File: src/rtl/quiz_round_ctrl_if.sv
// Board-side bundle for quiz_round_ctrl: buzzer/answer inputs and question/score/LED outputs.
// master drives buzzers and answers (board/bench); slave is the controller.
interface quiz_round_ctrl_if #(
  parameter int NUM_PLAYERS = 2,
  parameter int LED_W       = 5
);
  logic                         start;
  logic [NUM_PLAYERS-1:0]       btn_buzz;
  logic [3:0]                   ans_in;
  logic                         ans_valid;
  logic [3:0]                   ans_key;
  logic [3:0]                   q_idx;
  logic [2:0]                   state;
  logic [2:0]                   owner;
  logic                         owner_valid;
  logic [4*NUM_PLAYERS-1:0]     score_flat;
  logic [LED_W*NUM_PLAYERS-1:0] led_flat;
  logic [2:0]                   winner;
  logic                         beep;

  modport master (
    output start, btn_buzz, ans_in, ans_valid, ans_key,
    input  q_idx, state, owner, owner_valid, score_flat, led_flat, winner, beep
  );

  modport slave (
    input  start, btn_buzz, ans_in, ans_valid, ans_key,
    output q_idx, state, owner, owner_valid, score_flat, led_flat, winner, beep
  );
endinterface

File: src/rtl/quiz_round_ctrl.sv
// Quiz round sequencer: buzzer arbitration, answer judging, saturating per-player scores, LED bars.
// Optional macro PENALTY_EN: wrong or timed-out answers decrement the owner's score (floored at 0).
module quiz_score_lane #(
  parameter int WIN_SCORE = 5,
  parameter int LED_W     = 5
) (
  input  logic             clk,
  input  logic             rst,
  input  logic             clr,
  input  logic             inc,
  input  logic             dec,
  output logic [3:0]       score,
  output logic [3:0]       score_nxt,
  output logic [LED_W-1:0] led
);
  logic [LED_W-1:0] bar;

  always_comb begin
    score_nxt = score;
    if (clr)                                      score_nxt = '0;
    else if (inc && score != 4'(WIN_SCORE))       score_nxt = score + 4'd1;
    else if (dec && score != 4'd0)                score_nxt = score - 4'd1;
  end

  // Thermometer of the registered score, so the bar trails the score by a cycle.
  always_comb begin
    bar = '0;
    for (int i = 0; i < LED_W; i++) bar[i] = (32'(score) > 32'(i));
  end

  always_ff @(posedge clk) begin
    if (rst) begin
      score <= '0;
      led   <= '0;
    end else begin
      score <= score_nxt;
      led   <= bar;
    end
  end
endmodule

module quiz_round_ctrl #(
  parameter int NUM_PLAYERS   = 2,
  parameter int NUM_QUESTIONS = 10,
  parameter int WIN_SCORE     = 5,
  parameter int LED_W         = 5,
  parameter int ANS_TIMEOUT   = 255
) (
  input logic               clk,
  input logic               rst,
  quiz_round_ctrl_if.slave  bus
);
  localparam int CW = $clog2(ANS_TIMEOUT + 1);

  typedef enum logic [2:0] {
    IDLE   = 3'd0,
    SHOW   = 3'd1,
    ANSWER = 3'd2,
    JUDGE  = 3'd3,
    NEXT   = 3'd4,
    DONE   = 3'd5
  } st_e;

  typedef struct packed {
    logic [3:0] val;
    logic       ok;   // cleared on timeout: forces a mismatch in JUDGE
  } cap_t;

  typedef struct packed {
    logic sc_clr;
    logic q_clr;
    logic q_adv;
    logic ld_owner;
    logic cnt_inc;
    logic cap_ld;
    logic cap_to;
    logic clr_beep;
  } ctl_t;

  st_e                              st, st_nxt;
  ctl_t                             ctl;
  logic [NUM_PLAYERS-1:0]           buzz_prev, buzz_rise;
  logic                             start_prev, start_rise;
  logic [CW-1:0]                    cnt;
  cap_t                             cap;
  logic [2:0]                       owner, own_sel, winner;
  logic                             owner_valid, beep;
  logic [3:0]                       q_idx;
  logic                             judge, correct, win_hit;
  logic [NUM_PLAYERS-1:0]           inc, dec;
  logic [NUM_PLAYERS-1:0][3:0]      score, score_nxt;
  logic [NUM_PLAYERS-1:0][LED_W-1:0] led;

  assign buzz_rise  = bus.btn_buzz & ~buzz_prev;
  assign start_rise = bus.start & ~start_prev;
  assign judge      = (st == JUDGE);
  assign correct    = cap.ok && (cap.val == bus.ans_key);

  // Lowest index wins among simultaneous buzz edges.
  always_comb begin
    own_sel = '0;
    for (int p = NUM_PLAYERS - 1; p >= 0; p--)
      if (buzz_rise[p]) own_sel = 3'(p);
  end

  always_comb begin
    win_hit = 1'b0;
    for (int p = 0; p < NUM_PLAYERS; p++)
      if (owner == 3'(p) && score_nxt[p] == 4'(WIN_SCORE)) win_hit = 1'b1;
  end

  genvar gp;
  generate
    for (gp = 0; gp < NUM_PLAYERS; gp++) begin : g_lane
      assign inc[gp] = judge && correct && (owner == 3'(gp));
`ifdef PENALTY_EN
      assign dec[gp] = judge && !correct && (owner == 3'(gp));
`else
      assign dec[gp] = 1'b0;
`endif
      quiz_score_lane #(
        .WIN_SCORE (WIN_SCORE),
        .LED_W     (LED_W)
      ) u_lane (
        .clk       (clk),
        .rst       (rst),
        .clr       (ctl.sc_clr),
        .inc       (inc[gp]),
        .dec       (dec[gp]),
        .score     (score[gp]),
        .score_nxt (score_nxt[gp]),
        .led       (led[gp])
      );
    end
  endgenerate

  always_ff @(posedge clk) begin
    if (rst) st <= IDLE;
    else     st <= st_nxt;
  end

  always_comb begin
    st_nxt = st;
    ctl    = '0;
    case (st)
      IDLE: if (start_rise) begin
        st_nxt     = SHOW;
        ctl.sc_clr = 1'b1;
        ctl.q_clr  = 1'b1;
      end
      SHOW: if (|buzz_rise) begin
        st_nxt       = ANSWER;
        ctl.ld_owner = 1'b1;
      end
      ANSWER: begin
        if (bus.ans_valid) begin
          st_nxt     = JUDGE;
          ctl.cap_ld = 1'b1;
        end else if (cnt == CW'(ANS_TIMEOUT - 1)) begin
          st_nxt     = JUDGE;
          ctl.cap_to = 1'b1;
        end else begin
          ctl.cnt_inc = 1'b1;
        end
      end
      JUDGE:  st_nxt = win_hit ? DONE : NEXT;
      NEXT: begin
        st_nxt    = SHOW;
        ctl.q_adv = 1'b1;
      end
      DONE: if (start_rise) begin
        st_nxt       = SHOW;
        ctl.sc_clr   = 1'b1;
        ctl.q_clr    = 1'b1;
        ctl.clr_beep = 1'b1;
      end
      default: st_nxt = IDLE;
    endcase
  end

  always_ff @(posedge clk) begin
    if (rst) begin
      buzz_prev   <= '0;
      start_prev  <= 1'b0;
      cnt         <= '0;
      cap         <= '0;
      owner       <= '0;
      owner_valid <= 1'b0;
      q_idx       <= '0;
      winner      <= '0;
      beep        <= 1'b0;
    end else begin
      buzz_prev  <= bus.btn_buzz;
      start_prev <= bus.start;
      if (ctl.ld_owner) begin
        owner       <= own_sel;
        owner_valid <= 1'b1;
        cnt         <= '0;
      end
      if (ctl.cnt_inc) cnt <= cnt + 1'b1;
      if (ctl.cap_ld) begin
        cap         <= '{val: bus.ans_in, ok: 1'b1};
        owner_valid <= 1'b0;
      end
      if (ctl.cap_to) begin
        cap         <= '{val: 4'd0, ok: 1'b0};
        owner_valid <= 1'b0;
      end
      if (ctl.q_clr)      q_idx <= '0;
      else if (ctl.q_adv) q_idx <= (q_idx == 4'(NUM_QUESTIONS - 1)) ? 4'd0 : q_idx + 4'd1;
      if (judge && win_hit) begin
        winner <= owner;
        beep   <= 1'b1;
      end
      if (ctl.clr_beep) beep <= 1'b0;
    end
  end

  assign bus.q_idx       = q_idx;
  assign bus.state       = st;
  assign bus.owner       = owner;
  assign bus.owner_valid = owner_valid;
  assign bus.score_flat  = score;
  assign bus.led_flat    = led;
  assign bus.winner      = winner;
  assign bus.beep        = beep;
endmodule

File: src/flat_wrapper.sv
// flat-port wrapper written by rule: the top's interface ports become plain ports
module quiz_round_ctrl_flat 
#(
  parameter int NUM_PLAYERS   = 2,
  parameter int NUM_QUESTIONS = 10,
  parameter int WIN_SCORE     = 5,
  parameter int LED_W         = 5,
  parameter int ANS_TIMEOUT   = 255
)
  (clk, rst, bus_start, bus_btn_buzz, bus_ans_in, bus_ans_valid, bus_ans_key, bus_q_idx, bus_state, bus_owner, bus_owner_valid, bus_score_flat, bus_led_flat, bus_winner, bus_beep);
  quiz_round_ctrl_if #(.NUM_PLAYERS(NUM_PLAYERS), .LED_W(LED_W)) bus_i ();
  input logic clk;
  input logic rst;
  input wire logic [$bits(bus_i.start)-1:0] bus_start;
  input wire logic [$bits(bus_i.btn_buzz)-1:0] bus_btn_buzz;
  input wire logic [$bits(bus_i.ans_in)-1:0] bus_ans_in;
  input wire logic [$bits(bus_i.ans_valid)-1:0] bus_ans_valid;
  input wire logic [$bits(bus_i.ans_key)-1:0] bus_ans_key;
  output wire logic [$bits(bus_i.q_idx)-1:0] bus_q_idx;
  output wire logic [$bits(bus_i.state)-1:0] bus_state;
  output wire logic [$bits(bus_i.owner)-1:0] bus_owner;
  output wire logic [$bits(bus_i.owner_valid)-1:0] bus_owner_valid;
  output wire logic [$bits(bus_i.score_flat)-1:0] bus_score_flat;
  output wire logic [$bits(bus_i.led_flat)-1:0] bus_led_flat;
  output wire logic [$bits(bus_i.winner)-1:0] bus_winner;
  output wire logic [$bits(bus_i.beep)-1:0] bus_beep;
  assign bus_i.start = bus_start;
  assign bus_i.btn_buzz = bus_btn_buzz;
  assign bus_i.ans_in = bus_ans_in;
  assign bus_i.ans_valid = bus_ans_valid;
  assign bus_i.ans_key = bus_ans_key;
  assign bus_q_idx = bus_i.q_idx;
  assign bus_state = bus_i.state;
  assign bus_owner = bus_i.owner;
  assign bus_owner_valid = bus_i.owner_valid;
  assign bus_score_flat = bus_i.score_flat;
  assign bus_led_flat = bus_i.led_flat;
  assign bus_winner = bus_i.winner;
  assign bus_beep = bus_i.beep;
  quiz_round_ctrl #(.NUM_PLAYERS(NUM_PLAYERS), .NUM_QUESTIONS(NUM_QUESTIONS), .WIN_SCORE(WIN_SCORE), .LED_W(LED_W), .ANS_TIMEOUT(ANS_TIMEOUT)) u_core (.clk(clk), .rst(rst), .bus(bus_i));
endmodule
File: config.mk
export PLATFORM = sky130hd
export DESIGN_NAME = quiz_round_ctrl_flat
export DESIGN_NICKNAME = d
export VERILOG_FILES = /design/src/rtl/quiz_round_ctrl_if.sv /design/src/rtl/quiz_round_ctrl.sv /design/src/flat_wrapper.sv
export SDC_FILE = /design/constraint.sdc
export NUM_CORES = 1
export LEC_CHECK = 0
export CAP_MARGIN = 5
export CORE_MARGIN = 3
export CORE_UTILIZATION = 35
export CTS_CLUSTER_SIZE = 20
export DETAILED_ROUTE_END_ITERATION = 7
export GPL_TIMING_DRIVEN = 0
export SLEW_MARGIN = 25
export SYNTH_ARGS = -nofsm -noshare
export SYNTH_HDL_FRONTEND = slang
export SYNTH_SLANG_ARGS = --single-unit
File: constraint.sdc
create_clock -name clk -period 2 [get_ports clk]
set_input_delay 0.4 -clock clk [delete_from_list [all_inputs] [get_ports clk]]
set_output_delay 0.4 -clock clk [all_outputs]
set_load 0.005 [all_outputs]
==> results by group <==
Outcome
  – Status: completed

Worst setup path
  – CP top delay family: buffers and inverters
  – CP bufs+invs: 1
  – Worst path arrival time: 2.18 ns
  – Crit path kind: input pin to flip-flop
  – CP endpoint kind: flip-flop
  – Critical Path RT: 2.24 ns
  – Worst setup SP type: input pin
  – Reg2reg path depth: 7
  – Crit path largest cell delay: 0.50 ns
  – CP max FO: 5
  – Slowest cell on crit path: clkdlybuf4s50_1
  – Critical Path Stages: 7
  – CP cell instances: clkdlybuf4s50_1 > xnor2_2 > and4_2 > and4_1 > o211ai_1 > a211oi_2 > mux2i_1

Synth
  – Synth area leader: dfxtp_1
  – Synth Instances: 240
  – Top-count cell post-synth: dfxtp_1
  – Top cells by area, synth: dfxtp_1 (41%), ha_1 (5.7%), nor2_1 (4.8%)
  – Share of flip-flops with an asynchronous set or reset: 0
  – Synth Warn #: 0
  – Synthesized area: 2200 µm²
  – Yosys cell types: 51
  – Combinational family with the most area after synthesis: simple AND/OR/NAND/NOR gates
  – Synth top area share: 0.410
  – Synth Register Bits: 45
  – Adder-Cell Fraction of Synth Area: 0.0570
  – Main synth FF type: dfxtp_1
  – Xor-xnor portion of the synthesized cell area: 0.0638
  – Multiplexer area fraction after synthesis: 0.0330
  – Post-synth EDFFs: 0
  – Top post-synthesis cells by count: dfxtp_1 (45), nor2_1 (28), a21oi_1 (13)
  – Syn_area_per_cell: 9.15 µm²
  – Register area share after synthesis: 0.410
  – Simple-gate share of the synthesized area: 0.223
  – Post-synthesis compound-gate area fraction: 0.161

Place
  – Port Buffer Count: 41
  – DP Wirelength: 3.49 mm
  – Final GP Congestion: 0.790
  – Setup Slack @ Placement: -0.315 ns
  – DP Cell Count: 359

CTS
  – H-tree levels: 2
  – CTS sink cnt: 45
  – Clock Latency Late Sink: 0.30 ns
  – Clock tree buffer depth: 2
  – Clock Pin Slew Worst Setup and Hold Paths: 0.09 ns
  – CTS buffer count: 5
  – Root buf cell: clkbuf_8
  – TritonCTS clock tree: yes

Detailed routing
  – Post-detailed-route count of antenna-violating nets: 0
  – Vias: 1,848
  – Via-per-instance ratio: 4.93
  – WL/cell: 13.1 µm
  – DRC violations left: 0
  – DRT Pass-1 Iters: 4
  – Final wirelength: 4.91 mm
  – DRT iter0 DRCs: 94

Floorplan
  – Die height: 85.2 µm
  – Num ports: 47
  – Initial cell density of the core: 0.367
  – Die width: 85.2 µm
  – CORE AREA: 5990 µm²
  – Num rows: 28
  – Die Area: 7260 µm²

Timing
  – Setup slack after layout: 0.0586 ns
  – Final Cycle Share: 0.971
  – Clock Skew: 0.0114 ns
  – Setup TNS: 0 ns
  – Final slew viol count: 0
  – Measured slew at the worst slew-check pin: 0.579 ns
  – Tmin final: 1.94 ns
  – Maximum clock frequency: 515 MHz
  – Final setup viols: 0
  – Final hold viol count: 0
  – RSZ-0062 raised after global routing: yes
  – Worst rel slew slack: 0.614
  – Hold slack final: 0.481 ns

Cells and area
  – Util after Layout: 0.497
  – N_diodes: 0
  – Post-layout nets: 323
  – Final cell count without fillers: 375
  – FF/Latch Area: 915 µm²
  – Area growth syn-to-layout: 35.6%
  – Final-layout fill cell count: 563
  – Fraction of layout cells with a size suffix above 1: 0.167
  – Multi-input gate area: 1260 µm²

Global routing
  – Number of global-route vias before repair: 1,725
  – Largest net degree at the start of global routing: 15
  – Total grt overflow: 0
  – First-pass GRT wire length: 8.21 mm
  – Total GRT Usage: 0.140
  – Initial antenna violation count: 0

Hold path
  – Hold path depth: 2
  – Min-delay worst type: flip-flop to flip-flop

Run
  – Max_cap viols: 0

Power and ir drop
  – Leakage: 1.11 nW
  – Max VDD drop: 0.312 mV
  – Cell area power density: 657 nW/µm²
-- worst paths after layout --
path / from / end / slack (ns)
max: bus_ans_key[2] / u_core.bus.winner[0]$_SDFFE_PP0P_ / 0.06
min: u_core.bus.winner[0]$_SDFFE_PP0P_ / u_core.bus.winner[0]$_SDFFE_PP0P_ / 0.48
max reg2reg: u_core.g_lane[1].u_lane.score[0]$_SDFF_PP0_ / u_core.bus.state[0]$_SDFFE_PP0P_ / 0.06
min reg2reg: u_core.bus.winner[0]$_SDFFE_PP0P_ / u_core.bus.winner[0]$_SDFFE_PP0P_ / 0.48
-- state kept, by name (all words and copies together) (netlist names) --
signal	flops
u_core.cap	5
u_core.g_lane.u_lane.led	10
u_core.buzz_prev	2
u_core.start_prev	1
u_core.bus.state	3
u_core.bus.winner	1
u_core.g_lane.u_lane.score	8
u_core.cnt	8
u_core.bus.q_idx	4
u_core.bus.owner_valid	1
u_core.bus.owner	1
u_core.bus.beep	1
-- power by group --
part | internal (mW) | total, mW | leakage, nW | switching, mW
clock | 0.497 | 0.816 | 0.0681 | 0.319
sequential | 0.910 | 0.932 | 0.367 | 0.0225
combinational | 0.100 | 0.208 | 0.671 | 0.107
-- metrics by stage --
| stage | power, mW | instance area, µm² |
|---|---|---|
| finish | 1.96 | 2980 |
| global route | 2.05 | 2980 |
| CTS | 1.96 | 2890 |
| detailed placement | 1.15 | 2710 |
| global placement | 1.15 | 2710 |
| floorplan | 1.07 | 2210 |
-- logic make-up after synthesis --
family          Yosys count
compound gates           50
xor+xnor                 16
fa+ha+maj                10
buf+inv                  23
flops                    45
mux                       7
other cells               1
simple gates             88
-- layer usage --
| metal | global-route usage | part of all wire | up-vias |
|---|---|---|---|
| met5 | 0 | 0 | - |
| met4 | 0.0403 | 0.0096 | 0 |
| met3 | 0.0427 | 0.057 | 4 |
| met2 | 0.204 | 0.45 | 52 |
| met1 | 0.199 | 0.48 | 839 |
| li1 | - | - | 953 |
-- what timing repair did --
action / 4_1_cts / 5_1_grt
setup endpoints to repair: 3 / 5
pin swaps: 4 / 10
resized for setup: 7 / 14
hold buffers: 0 / 0
buffers inserted: 3 / 6
-- area by class of cell --
class | count | area share
multi-input cells | 175 | 0.423
clock buffers | 5 | 0.0231
clock inverters | 3 | 0.0218
plain buffers | 9 | 0.0168
well taps | 75 | 0.0315
repair buffers | 50 | 0.161
inverters | 13 | 0.0164
flip-flops and latches | 45 | 0.307
-- worst reg2reg max path: stages (launching register included) --
cell and delay [ns]:
dfxtp_4 0.37, buf_4 0.14, ha_2 0.18, a311o_1 0.40, o211a_1 0.25, o211ai_2 0.20
a31oi_1 0.11, o21a_1 0.19
-- cells in the final DEF, fill, tap and decap left out, types with 3 or more instances in the layout --
master	count
nor3_1	4
inv_2	3
nand2_1	10
a21oi_1	13
conb_1	4
clkbuf_8	5
nand4_1	6
o31ai_1	4
buf_4	13
nor3_2	3
a31oi_1	3
clkdlybuf4s50_1	41
dfxtp_4	3
xnor2_2	4
nand3_1	4
xnor2_1	7
nor2_1	28
o21ai_0	8
dfxtp_1	40
nand2b_1	5
xor2_1	5
inv_1	10
o21a_1	3
clkbuf_1	4
and2_1	3
nor2b_1	9
ha_1	7
mux2i_1	5
No activity file was read; power rests on OpenSTA's default activity.
